File: config.mk
export PLATFORM = sky130hd
export DESIGN_NAME = mem_arbiter
export DESIGN_NICKNAME = d
export VERILOG_FILES = /design/src/rtl/mem_arbiter.sv
export SDC_FILE = /design/constraint.sdc
export NUM_CORES = 1
export LEC_CHECK = 0
export BUFFER_PORTS_ARGS = -buffer_cell sky130_fd_sc_hd__buf_2
export CAP_MARGIN = 5
export CORE_ASPECT_RATIO = 1.5
export CORE_MARGIN = 2
export CORE_UTILIZATION = 57
export CTS_BUF_LIST = sky130_fd_sc_hd__clkbuf_4
export CTS_CLUSTER_DIAMETER = 120
export DETAILED_ROUTE_END_ITERATION = 16
export GPL_TIMING_DRIVEN = 0
export PLACE_DENSITY = 0.85
export SKIP_CTS_REPAIR_TIMING = 1
export SLEW_MARGIN = 20
export SYNTH_ARGS = -nofsm -noshare
export SYNTH_HDL_FRONTEND = slang
export SYNTH_SLANG_ARGS = --single-unit
File: constraint.sdc
create_clock -name clk -period 12.9 [get_ports clk]
set_input_delay 1.935 -clock clk [delete_from_list [all_inputs] [get_ports clk]]
set_output_delay 1.935 -clock clk [all_outputs]
set_load 0.01 [all_outputs]
File: src/rtl/mem_arbiter.sv
// mem_arbiter: shares one byte-wide synchronous-read RAM between the instruction fetcher and the LSB,
//   with the LSB served first. Each 1/2/4-byte access runs as consecutive byte cycles, and loads are extended.
// Latency: the request is accepted on edge E0. Reads complete at E(N+1) (word 5, byte 2).
//   Writes complete at E(N), plus one edge for every I/O stall edge.
// Backpressure: requests are levels held until the matching done pulse. rdy=0 freezes all state.
//   I/O-region writes wait while io_buffer_full is high.
// Ports: clk, rst (async, active-high), rdy (global hold), clear (fetch flush);
//   if_req/if_addr -> if_done/if_data;
//   lsb_rn/lsb_wn/lsb_addr/lsb_wvalue/lsb_size/lsb_signed -> lsb_done/lsb_rdata;
//   mem_din <- RAM, mem_dout/mem_a/mem_wr -> RAM; io_buffer_full from the I/O output buffer.
module mem_arbiter #(
    parameter int unsigned           ADDR_WIDTH = 32,
    parameter logic [ADDR_WIDTH-1:0] IO_BASE    = 32'h0003_0000
) (
    input  logic                  clk,
    input  logic                  rst,
    input  logic                  rdy,
    input  logic                  clear,
    input  logic                  if_req,
    input  logic [ADDR_WIDTH-1:0] if_addr,
    output logic                  if_done,
    output logic [31:0]           if_data,
    input  logic                  lsb_rn,
    input  logic                  lsb_wn,
    input  logic [ADDR_WIDTH-1:0] lsb_addr,
    input  logic [31:0]           lsb_wvalue,
    input  logic [1:0]            lsb_size,
    input  logic                  lsb_signed,
    output logic                  lsb_done,
    output logic [31:0]           lsb_rdata,
    input  logic [7:0]            mem_din,
    output logic [7:0]            mem_dout,
    output logic [ADDR_WIDTH-1:0] mem_a,
    output logic                  mem_wr,
    input  logic                  io_buffer_full
);

    typedef enum logic [1:0] {IDLE, READ, WRITE, DONE} state_t;

    state_t                  state;
    logic                    owner_if;   // 1: fetcher owns the access, 0: LSB
    logic [ADDR_WIDTH-1:0]   addr;
    logic [2:0]              len;        // byte count: 1, 2 or 4
    logic                    sgn;
    logic [31:0]             wdata;
    logic [2:0]              cnt;        // READ: edges since accept; WRITE: bytes issued so far
    logic [31:0]             rbuf;

    logic [2:0]              req_len;
    logic [ADDR_WIDTH-1:0]   next_a;
    logic [1:0]              cap_idx;
    logic [31:0]             rword;
    logic [31:0]             rext;
    logic [7:0]              wbyte;
    logic                    io_stall;
    logic                    accept_stall;

    always_comb begin
        case (lsb_size)
            2'b00:   req_len = 3'd1;
            2'b01:   req_len = 3'd2;
            default: req_len = 3'd4;
        endcase
    end

    // Byte address for the current step; wraps naturally at the address width.
    assign next_a = addr + {{(ADDR_WIDTH-3){1'b0}}, cnt};

    // The byte arriving on this edge belongs to the address presented two edges ago.
    assign cap_idx = cnt[1:0] - 2'd2;

    always_comb begin
        rword = rbuf;
        rword[{cap_idx, 3'b000} +: 8] = mem_din;
    end

    always_comb begin
        rext = rword;
        if (len == 3'd1) begin
            rext = {{24{sgn & rword[7]}}, rword[7:0]};
        end else if (len == 3'd2) begin
            rext = {{16{sgn & rword[15]}}, rword[15:0]};
        end
    end

    assign wbyte        = wdata[{cnt[1:0], 3'b000} +: 8];
    assign io_stall     = (addr >= IO_BASE) && io_buffer_full;
    assign accept_stall = (lsb_addr >= IO_BASE) && io_buffer_full;

    always_ff @(posedge clk or posedge rst) begin
        if (rst) begin
            state     <= IDLE;
            owner_if  <= 1'b0;
            addr      <= '0;
            len       <= 3'd0;
            sgn       <= 1'b0;
            wdata     <= 32'h0;
            cnt       <= 3'd0;
            rbuf      <= 32'h0;
            if_done   <= 1'b0;
            if_data   <= 32'h0;
            lsb_done  <= 1'b0;
            lsb_rdata <= 32'h0;
            mem_dout  <= 8'h0;
            mem_a     <= '0;
            mem_wr    <= 1'b0;
        end else if (rdy) begin
            case (state)
                IDLE: begin
                    if (lsb_wn) begin
                        // A simultaneous load request is ignored; the write wins.
                        owner_if <= 1'b0;
                        addr     <= lsb_addr;
                        len      <= req_len;
                        sgn      <= lsb_signed;
                        wdata    <= lsb_wvalue;
                        state    <= WRITE;
                        if (accept_stall) begin
                            mem_wr <= 1'b0;
                            cnt    <= 3'd0;
                        end else begin
                            mem_wr   <= 1'b1;
                            mem_a    <= lsb_addr;
                            mem_dout <= lsb_wvalue[7:0];
                            cnt      <= 3'd1;
                        end
                    end else if (lsb_rn) begin
                        owner_if <= 1'b0;
                        addr     <= lsb_addr;
                        len      <= req_len;
                        sgn      <= lsb_signed;
                        rbuf     <= 32'h0;
                        mem_a    <= lsb_addr;
                        cnt      <= 3'd1;
                        state    <= READ;
                    end else if (if_req && !clear) begin
                        owner_if <= 1'b1;
                        addr     <= if_addr;
                        len      <= 3'd4;
                        sgn      <= 1'b0;
                        rbuf     <= 32'h0;
                        mem_a    <= if_addr;
                        cnt      <= 3'd1;
                        state    <= READ;
                    end
                end

                READ: begin
                    if (owner_if && clear) begin
                        // Flushed fetch: drop partial data and leave mem_a where it is.
                        state <= IDLE;
                    end else begin
                        if (cnt < len) begin
                            mem_a <= next_a;
                        end
                        if (cnt >= 3'd2) begin
                            rbuf <= rword;
                        end
                        if (cnt == len + 3'd1) begin
                            if (owner_if) begin
                                if_done <= 1'b1;
                                if_data <= rext;
                            end else begin
                                lsb_done  <= 1'b1;
                                lsb_rdata <= rext;
                            end
                            state <= DONE;
                        end
                        cnt <= cnt + 3'd1;
                    end
                end

                WRITE: begin
                    if (cnt == len) begin
                        mem_wr   <= 1'b0;
                        lsb_done <= 1'b1;
                        state    <= DONE;
                    end else if (io_stall) begin
                        mem_wr <= 1'b0;
                    end else begin
                        mem_wr   <= 1'b1;
                        mem_a    <= next_a;
                        mem_dout <= wbyte;
                        cnt      <= cnt + 3'd1;
                    end
                end

                DONE: begin
                    // Gives the requester one cycle to drop its level request.
                    if_done  <= 1'b0;
                    lsb_done <= 1'b0;
                    state    <= IDLE;
                end

                default: state <= IDLE;
            endcase
        end
    end

endmodule

==> reports/metrics.cfg, run 1 <==
[detailed_routing]
dr_total_vias=8942
avgRoutedWirePerCell_um=17.6
routed_wl_um=28000
drt_iter0_drc=535
dr.pass1.iters=4
drc_errors=0
via_per_inst=5.62
drtAntennaViolNets=0

[pwr]
power_density_mw_per_mm2=215
cellLeakagePower_nw=6.06
combPwrFrac=0.430
p_int_mw=1.67
clock_power_share=0.184
peakVddDrop_uv=168
switching_power_mw=1.08
p_seq_frac=0.386
p_sw_frac=0.391

[worst_setup_path]
crit_fanout=10
worstPathRequired_ns=13.41
crit_type=register to register
start_kind=register
critPathSlowestCell=nor3b_1
path_cells=clkbuf_1 -> inv_1 -> ha_1 -> and3_1 -> a31oi_1 -> nor3b_1 -> clkbuf_1 -> a21oi_1 -> o21ai_0
crit_top_cell=clkbuf_1
crit_arrival_ns=4.39
crit_path_max_incr_delay_ns=0.75
worst_setup_path_end_kind=register

[timing]
clock.fmax_mhz=258
period_minus_slack_ns=3.88
setup_viol=0
rsz0062_at_grt=false
drv_slew=0
fin_skew_ns=0.0248
post-route-period-util=0.301
max_slew_margin=0.377
tightest_slew_ns=0.927
fin_setup_tns_ns=0
hold_violations=0

[clock_network]
cts_max_level=2
clock_latency_ns=0.62
cts_inserted_buffers=51
cts_num_sinks=213
cts_root_buffer=clkbuf_4
clk_pin_slew_ns=0.07
cts_tree=yes
clockBufferDepth=3

[flow_run]
max-cap-violations=0

[yosys]
synth_warnings=0
synth_edf_count=0
async_flop_share=1.00
synth_flop_cell=dfrtp_1
synth_cell_types=52
yosysSeqAreaShare=0.498
postSynthAreaPerCell_um2=10.4
syn_inst=1029
syn_area_mm2=0.0107
ys_ff_latch=213
synth_nets=1166

[die]
core_area_mm2=0.0185
rows=61
initial_core_util=0.580
dieArea_mm2=0.0199
die_width_um=116
die_h_um=172
io_pins=222

[grt]
grt_pass1_vias=9160
grt-ovfl-total=0
grt_usage=0.280
grt_antenna_before_repair=5
grt_max_degree=110
grt_pass1_wl_um=44200

[finish]
fin_nets=1440
fillCellCount=1458
area_growth_syn_to_layout_pct=19.4
layout-drive-gt1-share=0.294
final_util=0.692

[placement]
io_buffers=219
hpwl_um=21000
gp_congestion=0.917

[hold_path]
worstHoldPathType=register to register

[run_status]
status=finished, final reports clean

[synthesized netlist by cell type, types with 6 or more instances]
library cell / count / area share
mux2i_1: 60 / 0.056
xor2_1: 25 / 0.020
mux2_2: 77 / 0.081
nor2_1: 10 / 0.0035
clkbuf_1: 48 / 0.017
dfrtp_1: 213 / 0.50
nand4_1: 14 / 0.0082
a22o_1: 9 / 0.0074
o21ai_0: 126 / 0.059
nor4_1: 6 / 0.0035
o31ai_1: 19 / 0.013
and3_1: 6 / 0.0035
buf_2: 7 / 0.0033
ha_1: 21 / 0.025
nor2b_1: 27 / 0.016
inv_1: 20 / 0.0070
a21oi_1: 57 / 0.027
nand2_1: 162 / 0.057
o22ai_1: 16 / 0.0093
mux4_2: 8 / 0.017
nand2b_1: 14 / 0.0082
nand3_1: 15 / 0.0070
a31oi_1: 11 / 0.0064
nor3_1: 6 / 0.0028
[power by group through the flow]
stage               registers, mW  clock network [mW]  logic [mW]
detailed placement           1.07                   0        1.18
global route                 1.09               0.549        1.30
CTS                          1.06               0.515        1.19
global placement             1.06                   0        1.14
floorplan                    1.07                   0       0.809
finish                       1.06               0.506        1.18
[cell usage in the layout, fill, tap and decap left out, types with 14 or more instances in the layout]
cell / Yosys / routed
xor2_1: 25 / 25
a21oi_1: 57 / 57
o31ai_1: 19 / 19
nand4_1: 14 / 14
mux2_2: 77 / 77
o21ai_0: 126 / 126
clkbuf_1: 48 / 48
ha_1: 21 / 21
clkbuf_4: 0 / 68
o22ai_1: 16 / 16
mux2i_1: 60 / 60
nor2b_1: 27 / 27
nand3_1: 15 / 15
clkinv_1: 1 / 18
nand2_1: 162 / 162
buf_2: 7 / 226
dfrtp_1: 213 / 213
inv_1: 20 / 19
nand2b_1: 14 / 14
[state kept, by name, indices dropped and copies added (netlist names)]
| register | cells |
|---|---|
| addr | 32 |
| if_data | 32 |
| lsb_rdata | 32 |
| mem_a | 32 |
| rbuf | 32 |
| wdata | 32 |
| mem_dout | 8 |
| cnt | 3 |
| len | 3 |
| state | 2 |
| if_done | 1 |
| lsb_done | 1 |
| mem_wr | 1 |
| owner_if | 1 |
| sgn | 1 |
[worst max-delay path: cells and delay by family, from the launching register on]
| family | cells | cell delay (ns) |
|---|---|---|
| AND/OR/NAND/NOR | 2 | 1.01 |
| adder cells (fa/ha/maj) | 1 | 0.46 |
| AO/OA/AOI/OAI | 3 | 0.50 |
| flip-flops | 1 | 0.55 |
| buffers and inverters | 3 | 1.24 |
[metrics by stage]
stage / setup WS [ns] / instance area [um2] / instances / power [mW] / hold slack, ns
2_1_floorplan: 5.14 / 10700 / 1029 / 1.88 / 0.441
3_3_place_gp: 2.86 / 12100 / 1500 / 2.20 / 0.451
3_5_place_dp: 8.78 / 12200 / 1502 / 2.25 / 0.459
4_1_cts: 8.87 / 12800 / 1588 / 2.76 / 0.474
5_1_grt: 8.66 / 12800 / 1591 / 2.93 / 0.495
6_report: 9.02 / 12800 / 1592 / 2.75 / 0.471
[path summary, 6_finish.rpt]
| path | start | endpoint | slack (ns) | cells after the start |
|---|---|---|---|---|
| worst max-delay path | cnt[1] | if_data[16] | 9.02 | 9 |
| worst min-delay path | rbuf[28] | rbuf[28] | 0.47 | 2 |
| max in group asynchronous | rst | wdata[6] | 10.99 | 3 |
| worst min register to register | rbuf[28] | rbuf[28] | 0.47 | 2 |
| min in group asynchronous | rst | mem_a[1] | 1.44 | 3 |
| worst max register to register | cnt[1] | if_data[16] | 9.02 | 9 |
[metal layers]
| layer | global-route usage | vias to the layer above | share of wire |
|---|---|---|---|
| met5 | 0 | - | 0.00054 |
| met4 | 0.144 | 2 | 0.042 |
| met3 | 0.0466 | 81 | 0.047 |
| met2 | 0.520 | 297 | 0.55 |
| met1 | 0.301 | 4330 | 0.37 |
| li1 | - | 4232 | - |
[area by class of cell]
type / count / area, um2 / share of cell area
clock inverter: 18 / 68.8 / 0.00538
sequential: 213 / 5330 / 0.417
tap: 252 / 315 / 0.0247
buffer: 61 / 260 / 0.0204
clock buffer: 68 / 510 / 0.0399
timing repair buffer: 221 / 1150 / 0.0900
multi-input combinational: 734 / 5050 / 0.395
antenna: 4 / 10.0 / 0.000783
inverter: 21 / 86.3 / 0.00675
[kinds of logic (layout without fill, tap and decap cells)]
group           after synthesis  count (layout)  share of synthesized area
flops                       213             213                      0.498
simple gates                272             272                      0.120
xor+xnor                     30              30                     0.0245
other cells                   0               4                          0
compound gates              262             262                      0.143
buf+inv                      82             389                     0.0317
mux                         148             148                      0.157
fa+ha+maj                    22              22                     0.0264
No activity file was read; power rests on OpenSTA's default activity.
==> run 2: changes to the inputs <==
==> constraint.sdc (replaced) <==
create_clock -name clk -period 4 [get_ports clk]
set_input_delay 0.6 -clock clk [delete_from_list [all_inputs] [get_ports clk]]
set_output_delay 0.6 -clock clk [all_outputs]
set_load 0.01 [all_outputs]
==> run 2 against run 1 <==
Effect of this change:
- the run now ends with hold timing left
- largest cell class unchanged
- final area is 1.2% higher
- worst setup slack worse by 8.5 ns
- critical path type unchanged
- combinational power grew to 3.3 times the previous value
- cell count is 0.69% higher
- count of clock-buffer cells in the layout is 5 higher
- clock power grew to 3.4 times the previous value
- first-iteration DRC count is 8.6% higher
- sequential share of layout area is 0.50 points lower
- register-to-register slack worse by 8.5 ns
- total power grew to 3.3 times the previous value
- critical path depth stayed put
==> reports/metrics.cfg, run 2 (synthesized netlist as in run 1, its figures left out) <==
[die]
dieArea_mm2=0.0199  ; unchanged
die_h_um=172  ; unchanged
rows=61  ; unchanged
io_pins=222  ; unchanged
die_width_um=116  ; unchanged
core_area_mm2=0.0185  ; unchanged
initial_core_util=0.580  ; unchanged

[clock_network]
cts_tree=yes  ; unchanged
cts_inserted_buffers=49  ; was 51
clockBufferDepth=3  ; unchanged
clock_latency_ns=0.65  ; was 0.62 ns
cts_root_buffer=clkbuf_4  ; unchanged
cts_num_sinks=213  ; unchanged
clk_pin_slew_ns=0.07  ; about the same
cts_max_level=2  ; unchanged

[timing]
fin_setup_tns_ns=0  ; unchanged
max_slew_margin=0.357  ; was 0.377
fin_skew_ns=0.0376  ; was 0.0248 ns
hold_violations=1  ; was 0
drv_slew=0  ; unchanged
rsz0062_at_grt=false  ; unchanged
setup_viol=0  ; unchanged
period_minus_slack_ns=3.52  ; was 3.88 ns
layout_setup_ws_ns=0.480  ; was 9.02 ns
holdWs_ns=-0.000288  ; was 0.471 ns
clock.fmax_mhz=284  ; was 258 MHz
post-route-period-util=0.880  ; was 0.301
tightest_slew_ns=0.956  ; was 0.927 ns

[detailed_routing]
avgRoutedWirePerCell_um=17.8  ; was 17.6 um
dr.pass1.iters=5  ; was 4
drt_iter0_drc=581  ; was 535
drtAntennaViolNets=0  ; unchanged
drc_errors=0  ; unchanged
dr_total_vias=9140  ; was 8,942
via_per_inst=5.70  ; was 5.62
routed_wl_um=28600  ; was 28,000 um

[worst_setup_path]
timing.critical_path.from=cnt[1]  ; unchanged
start_kind=register  ; unchanged
crit_arrival_ns=4.03  ; was 4.39 ns
crit_type=register to register  ; unchanged
worst_setup_path_end_kind=register  ; unchanged
crit_fanout=10  ; unchanged
worstPathRequired_ns=4.51  ; was 13.41 ns
crit-reg2reg-launch=cnt[1]  ; unchanged

[pwr]
cellLeakagePower_nw=6.13  ; was 6.06 nW
power_density_mw_per_mm2=698  ; was 215 mW/mm2
p_int_mw=5.53  ; was 1.67 mW
switching_power_mw=3.50  ; was 1.08 mW
combPwrFrac=0.426  ; was 0.430
p_seq_frac=0.380  ; was 0.386
clock_power_share=0.193  ; was 0.184
p_sw_frac=0.388  ; was 0.391
peakVddDrop_uv=491  ; was 168 uV
finalPower_mw=9.03  ; was 2.75 mW

[run_status]
status=finished, violations left  ; was finished, final reports clean
violations=hold timing

[finish]
final_cell_mix=buf_2 (226), dfrtp_1 (213), nand2_1 (162)  ; unchanged
area_growth_syn_to_layout_pct=20.8  ; was 19.4%
layout-drive-gt1-share=0.303  ; was 0.294
seq_area_mm2=0.00533  ; unchanged
final_common_cell=buf_2  ; unchanged
postLayoutCellArea_mm2=0.0129  ; was 0.0128 mm2
fillCellCount=1417  ; was 1,458
fin_nets=1443  ; was 1,440
multi_input_area_mm2=0.00506  ; was 0.00505 mm2

[hold_path]
worstHoldPathType=input port to async pin  ; was register to register

[placement]
hpwl_um=21500  ; was 21,000 um
place_area_mm2=0.0123  ; was 0.0122 mm2
dp_slack_ns=-0.0759  ; was 8.78 ns
gp_congestion=0.912  ; was 0.917
io_buffers=219  ; unchanged

[grt]
grt-ovfl-total=0  ; unchanged
grt_antenna_before_repair=7  ; was 5
grt_usage=0.290  ; was 0.280
grt_pass1_vias=9479  ; was 9,160
grt_max_degree=37  ; was 110
grt_pass1_wl_um=45500  ; was 44,200 um

[flow_run]
max-cap-violations=0  ; unchanged

[run 2: cell count changes in the layout (fill, tap and decap cells not counted), sizes merged]
cell | before | now
diode | 4 | 9
clkinv | 19 | 13
clkinvlp | 0 | 1
clkbuf | 116 | 121
bufinv | 0 | 1
buf | 234 | 239
[run 2: power groups by stage]
stage / Clock, mW / Sequential [mW] / Combinational (mW)
finish: 1.74 / 3.44 / 3.85
global route: 1.88 / 3.51 / 4.22
CTS: 1.77 / 3.42 / 3.84
detailed placement: 0 / 3.46 / 3.82
global placement: 0 / 3.41 / 3.67
floorplan: 0 / 3.45 / 2.61
[run 2: metrics by stage]
stage	instances	hold WS, ns	util
2_1_floorplan	1029	0.441	-
3_3_place_gp	1500	0.451	0.656
3_5_place_dp	1507	0.458	0.664
4_1_cts	1594	-0.0307	0.698
5_1_grt	1601	0.00423	0.700
6_report	1603	-0.000288	0.701
[run 2: cell type report]
class	count	area share
repair buffers	226	0.0961
multi-input cells	734	0.391
flip-flops and latches	213	0.412
inverters	21	0.00638
well taps	252	0.0244
diodes	9	0.00174
plain buffers	61	0.0202
clock inverters	14	0.00619
clock buffers	73	0.0423
[run 2: final timing paths]
path / endpoint / slack [ns] / depth (start not counted)
setup / recovery: mem_a[22] / 0.48 / 9
hold / removal: lsb_rdata[2] / -0.0003 / 2
setup reg to reg: mem_a[22] / 0.48 / 9
hold reg to reg: rbuf[29] / 0.47 / 2
max in group asynchronous: mem_a[27] / 2.83 / 6
min in group clk: sgn / 0.18 / 2
[run 2: layer usage]
metal  track usage  vias up  wire length, um
li1              -     4248                -
met1         0.307     4377            10100
met2         0.524      408            15400
met3        0.0505      107             1700
met4         0.183        0             1470
met5             0        -                0
[run 2: critical path, cell delays in order, from the launching register on]
cell	delay, ns
dfrtp_1	0.54
clkbuf_2	0.38
inv_1	0.20
fa_1	0.46
nand2b_1	0.26
a2111oi_4	0.73
nand3_1	0.18
xor2_1	0.22
mux2i_1	0.11
mux2_2	0.29
==> run 3: changes to the inputs <==
--- a/config.mk
+++ b/config.mk
@@ -8,7 +8,7 @@
 export BUFFER_PORTS_ARGS = -buffer_cell sky130_fd_sc_hd__buf_2
 export CAP_MARGIN = 5
 export CORE_ASPECT_RATIO = 1.5
-export CORE_MARGIN = 2
+export CORE_MARGIN = 3
 export CORE_UTILIZATION = 57
 export CTS_BUF_LIST = sky130_fd_sc_hd__clkbuf_4
 export CTS_CLUSTER_DIAMETER = 120
==> run 3 against run 2 <==
Effect of this change:
- the run now ends clean
- clock power hardly changed
- wire length is 1.4% lower
- register-to-register slack worse by 0.30 ns
- sequential share of layout area is 0.072 points higher
- non-clock buffer count is 1 lower
- critical path depth stayed put
- die area is 2.9% higher
- total power is 0.19% lower
- critical path type unchanged
==> reports/metrics.cfg, run 3 (synthesized netlist as in run 1, its figures left out) <==
[finish]
postLayoutCellArea_mm2=0.0129  ; about the same
fin_nets=1443  ; unchanged
final_common_cell=buf_2  ; unchanged
layout-drive-gt1-share=0.302  ; was 0.303
final_cell_mix=buf_2 (226), dfrtp_1 (213), nand2_1 (162)  ; unchanged
area_growth_syn_to_layout_pct=20.6  ; was 20.8%
fillCellCount=1389  ; was 1,417

[grt]
grt-ovfl-total=0  ; unchanged
grt_max_degree=37  ; unchanged
grt_antenna_before_repair=4  ; was 7
grt_pass1_vias=9544  ; was 9,479
grt_pass1_wl_um=46500  ; was 45,500 um
grt_usage=0.276  ; was 0.290

[hold_path]
worstHoldPathType=input port to async pin  ; unchanged

[placement]
io_buffers=219  ; unchanged
place_area_mm2=0.0122  ; was 0.0123 mm2
hpwl_um=21600  ; was 21,500 um
gp_congestion=0.894  ; was 0.912

[pwr]
p_seq_frac=0.379  ; was 0.380
power_density_mw_per_mm2=698  ; about the same
cellLeakagePower_nw=6.13  ; about the same
combPwrFrac=0.425  ; was 0.426
p_sw_frac=0.385  ; was 0.388
p_int_mw=5.54  ; was 5.53 mW
switching_power_mw=3.47  ; was 3.50 mW
peakVddDrop_uv=435  ; was 491 uV
clock_power_share=0.196  ; was 0.193

[timing]
setup_viol=0  ; unchanged
drv_slew=0  ; unchanged
clock.fmax_mhz=262  ; was 284 MHz
tightest_slew_ns=0.960  ; was 0.956 ns
period_minus_slack_ns=3.82  ; was 3.52 ns
hold_violations=0  ; was 1
max_slew_margin=0.355  ; was 0.357
rsz0062_at_grt=false  ; unchanged
fin_skew_ns=0.0457  ; was 0.0376 ns
holdWs_ns=0.0657  ; was -0.000288 ns
post-route-period-util=0.955  ; was 0.880

[detailed_routing]
dr_total_vias=9103  ; was 9,140
routed_wl_um=28200  ; was 28,600 um
dr.pass1.iters=7  ; was 5
via_per_inst=5.70  ; about the same
drtAntennaViolNets=0  ; unchanged
drc_errors=0  ; unchanged
avgRoutedWirePerCell_um=17.7  ; was 17.8 um
drt_iter0_drc=388  ; was 581

[worst_setup_path]
worstRegToRegCells=9  ; unchanged
worstPathRequired_ns=4.49  ; was 4.51 ns
worst_setup_path_end_kind=register  ; unchanged
critPathSlowestCell=a2111oi_4  ; unchanged
path_cells=clkbuf_1 -> inv_1 -> fa_1 -> nand2b_1 -> a2111oi_4 -> nand4_1 -> xor2_1 -> mux2i_1 -> mux2_2  ; was clkbuf_2 -> inv_1 -> fa_1 -> nand2b_1 -> a2111oi_4 -> nand3_1 -> xor2_1 -> mux2i_1 -> mux2_2
crit_fanout=10  ; unchanged
crit_type=register to register  ; unchanged
crit_arrival_ns=4.30  ; was 4.03 ns
crit_path_max_incr_delay_ns=0.74  ; was 0.73 ns
crit-reg2reg-launch=cnt[1]  ; unchanged
timing.critical_path.from=cnt[1]  ; unchanged
start_kind=register  ; unchanged

[clock_network]
clock_latency_ns=0.63  ; was 0.65 ns
cts_root_buffer=clkbuf_4  ; unchanged
clk_pin_slew_ns=0.08  ; was 0.07 ns
clockBufferDepth=3  ; unchanged
cts_num_sinks=213  ; unchanged
cts_inserted_buffers=50  ; was 49
cts_tree=yes  ; unchanged
cts_max_level=2  ; unchanged

[die]
core_area_mm2=0.0182  ; was 0.0185 mm2
initial_core_util=0.589  ; was 0.580
die_h_um=174  ; was 172 um
dieArea_mm2=0.0205  ; was 0.0199 mm2
rows=60  ; was 61
die_width_um=118  ; was 116 um
io_pins=222  ; unchanged

[run_status]
status=finished, final reports clean  ; was finished, violations left

[flow_run]
max-cap-violations=0  ; unchanged

run 3: final timing paths:
check | endpoint | slack (ns)
min in group clk | len[1] | 0.20
hold reg to reg | rbuf[31] | 0.47
max in group asynchronous | wdata[5] | 2.85
setup reg to reg | mem_a[26] | 0.18
setup / recovery | mem_a[26] | 0.18
hold / removal | owner_if | 0.07
run 3: area by class of cell:
class,count,area [um2],area share
Antenna cell,3,7.51,0.000581
Buffer,61,260,0.0201
Clock buffer,74,556,0.0430
Clock inverter,19,98.8,0.00765
Inverter,21,82.6,0.00639
Multi-Input combinational cell,734,5060,0.391
Sequential cell,213,5330,0.413
Tap cell,248,310,0.0240
Timing Repair Buffer,225,1220,0.0941
run 3: per-stage QoR:
step                instances  TNS, ns  worst slack [ns]  total power [mW]   util
floorplan                1029        0             0.630              6.06      -
CTS                      1595   -0.350            -0.106              9.05  0.710
global placement         1496  -123.01            -0.591              7.09  0.667
global route             1598        0           0.00702              9.66  0.711
finish                   1598        0             0.182              9.01  0.711
detailed placement       1502   -0.209           -0.0861              7.27  0.674
run 3: critical path: cells and delay by family, from the launching register on:
family	cells	cell delay, ns
flops	1	0.55
xor+xnor	1	0.19
fa+ha+maj	1	0.48
compound gates	1	0.74
simple gates	2	0.48
buf+inv	2	0.86
mux	2	0.38
run 3: power by group through the flow:
stage | clock network (mW) | registers, mW | logic [mW]
global placement | 0 | 3.41 | 3.69
global route | 1.91 | 3.51 | 4.24
floorplan | 0 | 3.45 | 2.61
CTS | 1.80 | 3.41 | 3.84
finish | 1.77 | 3.42 | 3.83
detailed placement | 0 | 3.44 | 3.82
run 3: metal layers:
metal  part of all wire  GRT usage  vias up
met5            0.00025          0        -
met4              0.047      0.140        2
met3              0.059     0.0522       87
met2               0.54      0.517      345
met1               0.36      0.293     4409
li1                   -          -     4260
